$ cat src/rtl/vga_text_writer.sv
// vga_text_writer
//   Character-cell writer for the VGA screen memory. Glyph requests are queued,
//   glyph words are fetched from an external font ROM and written to the
//   vga_ctrl write port one word per cycle. It also clears the whole screen and
//   can write inverted glyphs.
//
//   State | Meaning
//   IDLE  | waiting for a FIFO entry; pops and dispatches the head
//   FETCH | FontAddr = {code,0} presented to the ROM
//   WRITE | one glyph word written per cycle, next sub-word address issued
//   CLEAR | zero written to every screen word, one per cycle
//
// Ports
//   CLK_50, Reset_N            clock, async active-low reset
//   InValid/InReady            request handshake (InReady = FIFO not full)
//   InClear/InInvert/InCode/InCol/InRow  request fields
//   FontAddr/FontData          font ROM port ({code,k}; data one cycle later)
//   WrData/WrAddress/WrEn      screen-memory write port
//   Busy                       FSM active or FIFO non-empty
//   Err                        1-cycle pulse on a dropped out-of-range request
module vga_text_writer #(
  parameter int ADDR_W     = 13,
  parameter int DATA_W     = 32,
  parameter int CODE_W     = 7,
  parameter int COLS       = 80,
  parameter int ROWS       = 30,
  parameter int GLYPH_H    = 8,
  parameter int FIFO_DEPTH = 4,
  parameter int BASE_ADDR  = 0
) (
  input  logic                                           CLK_50,
  input  logic                                           Reset_N,
  input  logic                                           InValid,
  output logic                                           InReady,
  input  logic                                           InClear,
  input  logic                                           InInvert,
  input  logic [CODE_W-1:0]                              InCode,
  input  logic [6:0]                                     InCol,
  input  logic [5:0]                                     InRow,
  output logic [CODE_W+$clog2(GLYPH_H/(DATA_W/8))-1:0]   FontAddr,
  input  logic [DATA_W-1:0]                              FontData,
  output logic [DATA_W-1:0]                              WrData,
  output logic [ADDR_W-1:0]                              WrAddress,
  output logic                                           WrEn,
  output logic                                           Busy,
  output logic                                           Err
);

  localparam int WPG   = GLYPH_H / (DATA_W / 8);
  localparam int K_W   = $clog2(WPG);
  localparam int FA_W  = CODE_W + K_W;
  localparam int PTR_W = $clog2(FIFO_DEPTH);
  localparam int ENT_W = 2 + CODE_W + 7 + 6;
  localparam int AW2   = ADDR_W + 2;
  localparam int TOTAL = COLS * ROWS * WPG;

  localparam logic [6:0]     COLS_L  = 7'(COLS);
  localparam logic [5:0]     ROWS_L  = 6'(ROWS);
  localparam logic [PTR_W:0] PTR_ONE = (PTR_W+1)'(1);

  localparam logic [1:0] S_IDLE  = 2'd0;
  localparam logic [1:0] S_FETCH = 2'd1;
  localparam logic [1:0] S_WRITE = 2'd2;
  localparam logic [1:0] S_CLEAR = 2'd3;

  generate
    if (BASE_ADDR + TOTAL > 2**ADDR_W) begin : g_addr_chk
      $error("vga_text_writer: screen does not fit in ADDR_W address space");
    end
    if (GLYPH_H % (DATA_W / 8) != 0) begin : g_glyph_chk
      $error("vga_text_writer: GLYPH_H must be a multiple of DATA_W/8");
    end
  endgenerate

  // Request FIFO; pointers carry one extra wrap bit to tell full from empty.
  logic [ENT_W-1:0] mem_q [FIFO_DEPTH];
  logic [PTR_W:0]   wr_ptr_q, rd_ptr_q;
  logic             full, empty, push, pop;
  logic             h_clr, h_inv;
  logic [CODE_W-1:0] h_code;
  logic [6:0]       h_col;
  logic [5:0]       h_row;

  assign empty = (wr_ptr_q == rd_ptr_q);
  assign full  = (wr_ptr_q[PTR_W] != rd_ptr_q[PTR_W]) &&
                 (wr_ptr_q[PTR_W-1:0] == rd_ptr_q[PTR_W-1:0]);
  assign push  = InValid && !full;
  assign {h_clr, h_inv, h_code, h_col, h_row} = mem_q[rd_ptr_q[PTR_W-1:0]];

  always_ff @(posedge CLK_50) begin
    if (push) mem_q[wr_ptr_q[PTR_W-1:0]] <= {InClear, InInvert, InCode, InCol, InRow};
  end

  always_ff @(posedge CLK_50 or negedge Reset_N) begin
    if (!Reset_N) begin
      wr_ptr_q <= '0;
      rd_ptr_q <= '0;
    end else begin
      if (push) wr_ptr_q <= wr_ptr_q + PTR_ONE;
      if (pop)  rd_ptr_q <= rd_ptr_q + PTR_ONE;
    end
  end

  // FSM and registered write port
  logic [1:0]        state_q, state_d;
  logic [K_W-1:0]    k_q, k_d;
  logic [ADDR_W-1:0] cnt_q, cnt_d;
  logic [CODE_W-1:0] code_q, code_d;
  logic [6:0]        col_q, col_d;
  logic [5:0]        row_q, row_d;
  logic              inv_q, inv_d;
  logic [FA_W-1:0]   fa_q, fa_d;
  logic              wr_en_q, wr_en_d;
  logic [DATA_W-1:0] wr_data_q, wr_data_d;
  logic [ADDR_W-1:0] wr_addr_q, wr_addr_d;
  logic              err_q, err_d;
  logic [AW2-1:0]    glyph_addr, clr_addr;

  assign glyph_addr = AW2'(BASE_ADDR) + AW2'(row_q) * AW2'(COLS * WPG)
                    + AW2'(k_q) * AW2'(COLS) + AW2'(col_q);
  assign clr_addr   = AW2'(BASE_ADDR) + AW2'(cnt_q);

  always_comb begin
    state_d   = state_q;
    k_d       = k_q;
    cnt_d     = cnt_q;
    code_d    = code_q;
    col_d     = col_q;
    row_d     = row_q;
    inv_d     = inv_q;
    fa_d      = fa_q;
    wr_en_d   = 1'b0;
    wr_data_d = wr_data_q;
    wr_addr_d = wr_addr_q;
    err_d     = 1'b0;
    pop       = 1'b0;
    case (state_q)
      S_IDLE: begin
        if (!empty) begin
          pop = 1'b1;
          if (h_clr) begin
            state_d = S_CLEAR;
            cnt_d   = '0;
          end else if (h_col >= COLS_L || h_row >= ROWS_L) begin
            err_d = 1'b1;
          end else begin
            state_d = S_FETCH;
            k_d     = '0;
            code_d  = h_code;
            col_d   = h_col;
            row_d   = h_row;
            inv_d   = h_inv;
            fa_d    = {h_code, K_W'(0)};
          end
        end
      end
      S_FETCH: begin
        // ROM answers sub-word 0 during the first WRITE cycle; queue sub-word 1 now.
        state_d = S_WRITE;
        fa_d    = {code_q, K_W'(1)};
      end
      S_WRITE: begin
        wr_en_d   = 1'b1;
        wr_data_d = FontData ^ {DATA_W{inv_q}};
        wr_addr_d = ADDR_W'(glyph_addr);
        if (k_q == K_W'(WPG - 1)) begin
          state_d = S_IDLE;
        end else begin
          k_d = k_q + K_W'(1);
          if (int'(k_q) + 2 < WPG) fa_d = {code_q, K_W'(int'(k_q) + 2)};
        end
      end
      default: begin
        wr_en_d   = 1'b1;
        wr_data_d = '0;
        wr_addr_d = ADDR_W'(clr_addr);
        if (cnt_q == ADDR_W'(TOTAL - 1)) state_d = S_IDLE;
        else cnt_d = cnt_q + ADDR_W'(1);
      end
    endcase
  end

  always_ff @(posedge CLK_50 or negedge Reset_N) begin
    if (!Reset_N) begin
      state_q   <= S_IDLE;
      k_q       <= '0;
      cnt_q     <= '0;
      code_q    <= '0;
      col_q     <= '0;
      row_q     <= '0;
      inv_q     <= 1'b0;
      fa_q      <= '0;
      wr_en_q   <= 1'b0;
      wr_data_q <= '0;
      wr_addr_q <= '0;
      err_q     <= 1'b0;
    end else begin
      state_q   <= state_d;
      k_q       <= k_d;
      cnt_q     <= cnt_d;
      code_q    <= code_d;
      col_q     <= col_d;
      row_q     <= row_d;
      inv_q     <= inv_d;
      fa_q      <= fa_d;
      wr_en_q   <= wr_en_d;
      wr_data_q <= wr_data_d;
      wr_addr_q <= wr_addr_d;
      err_q     <= err_d;
    end
  end

  assign InReady   = !full;
  assign FontAddr  = fa_q;
  assign WrEn      = wr_en_q;
  assign WrData    = wr_data_q;
  assign WrAddress = wr_addr_q;
  assign Err       = err_q;
  assign Busy      = (state_q != S_IDLE) || !empty;

endmodule

$ cat config.mk
export PLATFORM = sky130hd
export DESIGN_NAME = vga_text_writer
export DESIGN_NICKNAME = d
export VERILOG_FILES = /design/src/rtl/vga_text_writer.sv
export SDC_FILE = /design/constraint.sdc
export NUM_CORES = 1
export LEC_CHECK = 0
export CORE_MARGIN = 8
export CORE_UTILIZATION = 59
export DETAILED_ROUTE_END_ITERATION = 10
export HOLD_SLACK_MARGIN = 0.05
export PLACE_DENSITY = 0.85
export SLEW_MARGIN = 20
export SYNTH_ARGS = -nofsm -noshare
export SYNTH_HDL_FRONTEND = slang
export SYNTH_SLANG_ARGS = --single-unit
$ cat constraint.sdc
create_clock -name CLK_50 -period 6.1 [get_ports CLK_50]
set_input_delay 0.915 -clock CLK_50 [delete_from_list [all_inputs] [get_ports CLK_50]]
set_output_delay 0.915 -clock CLK_50 [all_outputs]
set_load 0.05 [all_outputs]
==> results_dict.tcl, run 1 <==
set metrics [dict create \
    timing.max_slew.rel_slack 0.280 \
    holdBufCountCts 0 \
    critPathMaxFanout 25 \
    netlist_instances 599 \
    io_pins 114 \
    cp_slowest_stage_delay_ps 1060 \
    fin_skew_ps 4.71 \
    globalRouteTotalUtil 0.192 \
    synthArstFlopShare 0.527 \
    grt_first_pass_wirelength_um 27300 \
    final_area_um2 9960 \
    antennaDiodeCount 0 \
    vias 5038 \
    die_area_um2 17800 \
    timing.critical_path.from_type "register" \
    postCtsSetupRepairBufs 0 \
    powerDensity_nw_per_um2 564 \
    postSynthNetCount 682 \
    syn_to_final_growth_pct 22.2 \
    finalHoldViolCount 0 \
    leakagePower_nw 3.94 \
    synth_area_um2 8150 \
    final_core_util 0.729 \
    run_status "finished, final reports clean" \
    cts_resized 0 \
    share_of_cells_above_drive_strength_1 0.121 \
    tritoncts "done" \
    instances_no_fill 898 \
    num_cts_buffers 17 \
    syn_area_cell_um2 13.6 \
    max_clock_freq_ghz 0.241 \
    first_pass_iters 4 \
    worst-endpoint-required_ps 5180 \
    core.rowCount 43 \
    crit_type "reg -> out" \
    grt.overflow.total 0 \
    seq_area_frac_synth 0.625 \
    worst_pin_slew_ps 1080 \
    peakVddDrop_mv 0.274 \
    detail_route.wl_per_cell_um 18.3 \
    floorplan.core_area_um2 13700 \
    number_of_synthesized_flops_with_an_enable_pin 88 \
    synth-main-ff-cell "dfrtp_1" \
    post_drt_via_cell_ratio 5.61 \
    postSynthRegisterBits 186 \
    clock_sinks 186 \
    vias_in_the_first_global_route 5298 \
    finalCriticalPeriod_ps 4150 \
    final_net_count 789 \
    clkTransAtPathRegs_ps 60 \
    num-fill-cells 918 \
    ant_nets 0 \
    final-setup-viol-count 0 \
    worst_path_max_delay_cell "dfrtp_1" \
    layout.area.seq_um2 5090 \
    grt_setup_unrepaired "false" \
    clkLatencyLatePin_ps 420 \
    end_kind "output pin" \
    buffer_ports.inserted 113 \
    routability_driven_placement_congestion_ratio 0.808 \
    die-width_um 134 \
    drt-total-wl_um 16400 \
    initial_core_utilization 0.597 \
    final_common_cell "clkdlybuf4s50_1" \
    cts_root_buffer "clkbuf_16" \
    yosysUniqueCellTypes 46 \
    floorplan.die.height_um 134 \
    violation_count_after_the_first_detailed_route_iteration 361 \
    timing.hold.worst.class "in -> async" \
    finalMaxSlewViolations 0 \
    critical_path.cell_chain "xor2_1, or3_1, or2_2, clkdlybuf4s50_1" \
    drc_violations_left 0 \
    multi_input_area_um2 2840 \
    place_area_um2 9410 \
    setup-tns-final_ps 0 \
    grt_antenna_before_repair 0 \
    placed_cells_incl_taps 867 \
    commonest_cells_after_routing_fill_and_taps_aside "112 x clkdlybuf4s50_1, 98 x dfrtp_1, 88 x edfxtp_1" \
    clock_path_buffers 2 \
    timing.critical_path.arrival_ps 3240 \
    yosys_warnings 0 \
    dp.final_hpwl_um 11200 \
    cts-htree-levels 4 \
    grt_max_degree 79 \
    layout_worst_path_cycle_share 0.681 \
    drv_cap 0 \
]
logic make-up after synthesis:
kind of cell	count (synthesis)	share of synthesized area
adders and majority gates	26	0.0427
xor gates and xnor gates	58	0.0623
buffers and inverters	52	0.0275
muxes	54	0.106
AOI/OAI and AO/OA	94	0.0637
and+or+nand+nor	129	0.0726
DFF	186	0.625
cells in the mapped netlist, types with 2 or more instances:
cell / number / area share
mux2_4: 7 / 0.013
nor2b_1: 2 / 0.0015
buf_1: 5 / 0.0023
mux2_2: 14 / 0.019
nor2_1: 19 / 0.0087
or3_1: 3 / 0.0023
xor2_1: 15 / 0.016
edfxtp_1: 88 / 0.32
ha_1: 23 / 0.035
fa_1: 3 / 0.0074
inv_1: 22 / 0.010
clkbuf_1: 17 / 0.0078
nand4_1: 4 / 0.0031
o21ai_0: 65 / 0.040
or2_2: 2 / 0.0015
and3_1: 5 / 0.0038
o31ai_1: 2 / 0.0018
nand2_1: 70 / 0.032
a21o_1: 4 / 0.0037
o21a_1: 2 / 0.0018
xnor2_1: 43 / 0.046
nor4b_1: 2 / 0.0021
mux2i_1: 11 / 0.014
and2_1: 2 / 0.0015
a21oi_1: 11 / 0.0068
nand3_1: 9 / 0.0055
buf_2: 5 / 0.0031
dfrtp_1: 98 / 0.30
o22ai_1: 2 / 0.0015
nor3_1: 3 / 0.0018
o311ai_0: 3 / 0.0032
mux4_2: 22 / 0.061
buf_6: 3 / 0.0041
path summary, 6_finish.rpt:
check / from / endpoint / slack, ps / cells past startpoint
min in group CLK_50: WrAddress[4]$_DFFE_PN0P_ / WrAddress[4]$_DFFE_PN0P_ / 480 / 2
max reg2reg: rd_ptr_q[1]$_DFFE_PN0P_ / FontAddr[6]$_DFFE_PN0P_ / 2570 / 6
max: rd_ptr_q[1]$_DFFE_PN0P_ / Busy / 1950 / 4
min reg2reg: WrAddress[4]$_DFFE_PN0P_ / WrAddress[4]$_DFFE_PN0P_ / 480 / 2
max in group asynchronous: Reset_N / code_q[6]$_DFFE_PN0P_ / 4510 / 2
min: Reset_N / WrData[31]$_DFFE_PN0P_ / 360 / 1
flip-flops by register name, summed over array words and instances (netlist names):
register	count
state_q	2
FontAddr	8
cnt_q	13
inv_q	1
row_q	6
WrData	32
rd_ptr_q	3
Err	1
WrAddress	13
col_q	7
wr_ptr_q	3
mem_q	88
WrEn	1
code_q	7
k_q	1
critical path: cells and delay by family (launching register included):
family | cells | cell delay (ps)
buffers and inverters | 1 | 700
xor gates and xnor gates | 1 | 300
DFF | 1 | 1060
and+or+nand+nor | 2 | 740
layer usage:
metal / up-vias / part of all wire / GRT usage
li1: 2342 / - / -
met1: 2488 / 0.40 / 0.238
met2: 188 / 0.51 / 0.322
met3: 20 / 0.073 / 0.0482
met4: 0 / 0.015 / 0.0680
met5: - / 0 / 0
report_power, final:
part           switching [mW]  internal, mW
combinational            1.59          1.04
sequential              0.233          1.72
clock                   0.443         0.594
stage by stage:
| step | hold slack (ps) | worst slack (ps) | total power [mW] |
|---|---|---|---|
| floorplan | 450 | 3550 | 3.87 |
| global placement | 461 | 2450 | 4.49 |
| detailed placement | 471 | 2390 | 4.59 |
| CTS | 361 | 1940 | 5.67 |
| global route | 373 | 1780 | 5.96 |
| finish | 362 | 1950 | 5.62 |
cell type report:
type	instances	share of cell area
flip-flops and latches	186	0.511
multi-input cells	361	0.285
repair buffers	118	0.117
clock buffers	17	0.0427
well taps	180	0.0226
clock inverters	14	0.0129
inverters	22	0.00829
Power figures use the tool's default switching activity.
==> run 2: changes to the inputs <==
CORE_UTILIZATION = 55   (was 59)
PLACE_DENSITY = 0.8   (was 0.85)
clock period = 4.1 ns   (was 6.1 ns; I/O delays follow)
==> run 2 against run 1 <==
Die area grew 6.4%. Cell count increased by 1.0%. Core utilization shrank 4.2 points. Final area is 0.29% higher. Hold slack worse by 110 ps. Critical endpoint unchanged. Highest routed layer unchanged.
==> results_dict.tcl, run 2 (synthesized netlist as in run 1, its figures left out) <==
set metrics [dict create \
    routability_driven_placement_congestion_ratio 0.788 \
    timing.hold.worst.class "in -> async" \
    setup-tns-final_ps 0 \
    postCtsSetupRepairBufs 0 \
    antennaDiodeCount 0 \
    clkLatencyLatePin_ps 430 \
    final_area_um2 9990 \
    initial_core_utilization 0.561 \
    worstPathBufferInverterCount 3 \
    powerDensity_nw_per_um2 835 \
    num_cts_buffers 17 \
    timing.critical_path.from_type "register" \
    critPathMaxFanout 14 \
    floorplan.core_area_um2 14500 \
    first_pass_iters 4 \
    reg2reg_setup_slack_ps 1230 \
    grt_setup_unrepaired "false" \
    violation_count_after_the_first_detailed_route_iteration 314 \
    peakVddDrop_mv 0.472 \
    swShare 0.408 \
    buffer_ports.inserted 113 \
    timing.critical_path.arrival_ps 2550 \
    critical_path_depth 5 \
    fin_skew_ps 5.80 \
    die_area_um2 19000 \
    power.combinational.fraction 0.466 \
    timing.critical_path.from "state_q[0]$_DFFE_PN0P_" \
    drt-total-wl_um 16700 \
    holdBufCountCts 0 \
    final_core_util 0.688 \
    worst_pin_slew_ps 986 \
    max_clock_freq_ghz 0.316 \
    critical_path.top_delay_family "buffers and inverters" \
    wirelength_met1_um 7150 \
    max_reg_flops 88 \
    worst-endpoint-required_ps 3480 \
    clockPowerShare 0.183 \
    route.met3.wl_um 1210 \
    vias_in_the_first_global_route 5181 \
    timing.max_slew.rel_slack 0.342 \
    timing.critical_path.mode_cell "inv_1" \
    highest-signal-layer "met4" \
    r2r.worst_path.cells 7 \
    grt_antenna_before_repair 0 \
    ant_nets 0 \
    final_net_count 793 \
    timing.rr.start "state_q[0]$_DFFE_PN0P_" \
    cp-endpoint "Busy" \
    grt_max_degree 69 \
    clock_path_buffers 2 \
    vias 5017 \
    placed_cells_incl_taps 875 \
    finalHoldViolCount 0 \
    finalMaxSlewViolations 0 \
    die-width_um 138 \
    drc_violations_left 0 \
    floorplan.die.height_um 138 \
    cts-htree-levels 4 \
    clkTransAtPathRegs_ps 70 \
    final_common_cell "clkdlybuf4s50_1" \
    drv_cap 0 \
    run_status "finished, final reports clean" \
    layout_worst_path_cycle_share 0.773 \
    final-setup-viol-count 0 \
    post_drt_via_cell_ratio 5.53 \
    globalRouteTotalUtil 0.182 \
    detailroute.wirelength.met2_um 8070 \
    cell_internal_pwr_mw 4.94 \
    crit-reg2reg-capture "WrData[9]$_DFFE_PN0P_" \
    cts_resized 0 \
    critical_path.cell_chain "inv_1, ha_1, inv_1, or2_2, clkdlybuf4s50_1" \
    syn_to_final_growth_pct 22.5 \
    leakagePower_nw 3.95 \
    dp.final_hpwl_um 11600 \
    core.rowCount 44 \
    grt_first_pass_wirelength_um 26600 \
    crit_type "reg -> out" \
    share_of_cells_above_drive_strength_1 0.124 \
    switchingPower_mw 3.41 \
    place_area_um2 9440 \
    tritoncts "done" \
    cp_slowest_stage_delay_ps 710 \
    detail_route.wl_per_cell_um 18.4 \
    io_pins 114 \
    grt.overflow.total 0 \
    finalCriticalPeriod_ps 3170 \
    cts_root_buffer "clkbuf_16" \
    end_kind "output pin" \
    worst_path_max_delay_cell "clkdlybuf4s50_1" \
    p_seq_frac 0.350 \
    instances_no_fill 907 \
    commonest_cells_after_routing_fill_and_taps_aside "112 x clkdlybuf4s50_1, 97 x dfrtp_1, 88 x edfxtp_1" \
    clock_sinks 186 \
]
==> run 2: stage by stage <==
step                hold WS (ps)  worst slack, ps  power (mW)
floorplan                    319             1580        5.76
global placement             460             1350        6.71
detailed placement           472             1190        6.86
CTS                          314              910        8.42
global route                 350              826        8.85
finish                       257              931        8.35
==> run 2: power groups by stage <==
stage / Clock, mW / Combinational, mW / Sequential [mW]
after global placement: 0 / 3.79 / 2.91
after CTS: 1.55 / 3.94 / 2.93
after global routing: 1.62 / 4.23 / 2.99
after detailed placement: 0 / 3.91 / 2.96
after floorplan: 0 / 2.26 / 3.50
final: 1.53 / 3.89 / 2.92
==> run 2: worst min-delay path by stage <==
stage	start	endpoint	slack, ps	cells after the start
finish	Reset_N	WrAddress[10]$_DFFE_PN0P_	260	1
global route	Reset_N	WrAddress[9]$_DFFE_PN0P_	350	1
CTS	Reset_N	WrAddress[10]$_DFFE_PN0P_	310	1
detailed placement	WrAddress[5]$_DFFE_PN0P_	WrAddress[5]$_DFFE_PN0P_	470	2
global placement	WrData[1]$_DFFE_PN0P_	WrData[1]$_DFFE_PN0P_	460	2
floorplan	Reset_N	Err$_DFF_PN0_	320	0
==> run 2: layer usage <==
layer,vias up,global-route usage
met5,-,0
met2,153,0.295
met3,18,0.0496
met1,2487,0.232
met4,0,0.0657
li1,2359,-
==> run 2: final cells by class <==
cell class,count,area [um2]
multi-input cells,361,2840
repair buffers,122,1200
clock buffers,17,425
flip-flops and latches,186,5100
fillers,980,4540
well taps,184,230
inverters,22,82.6
clock inverters,15,126
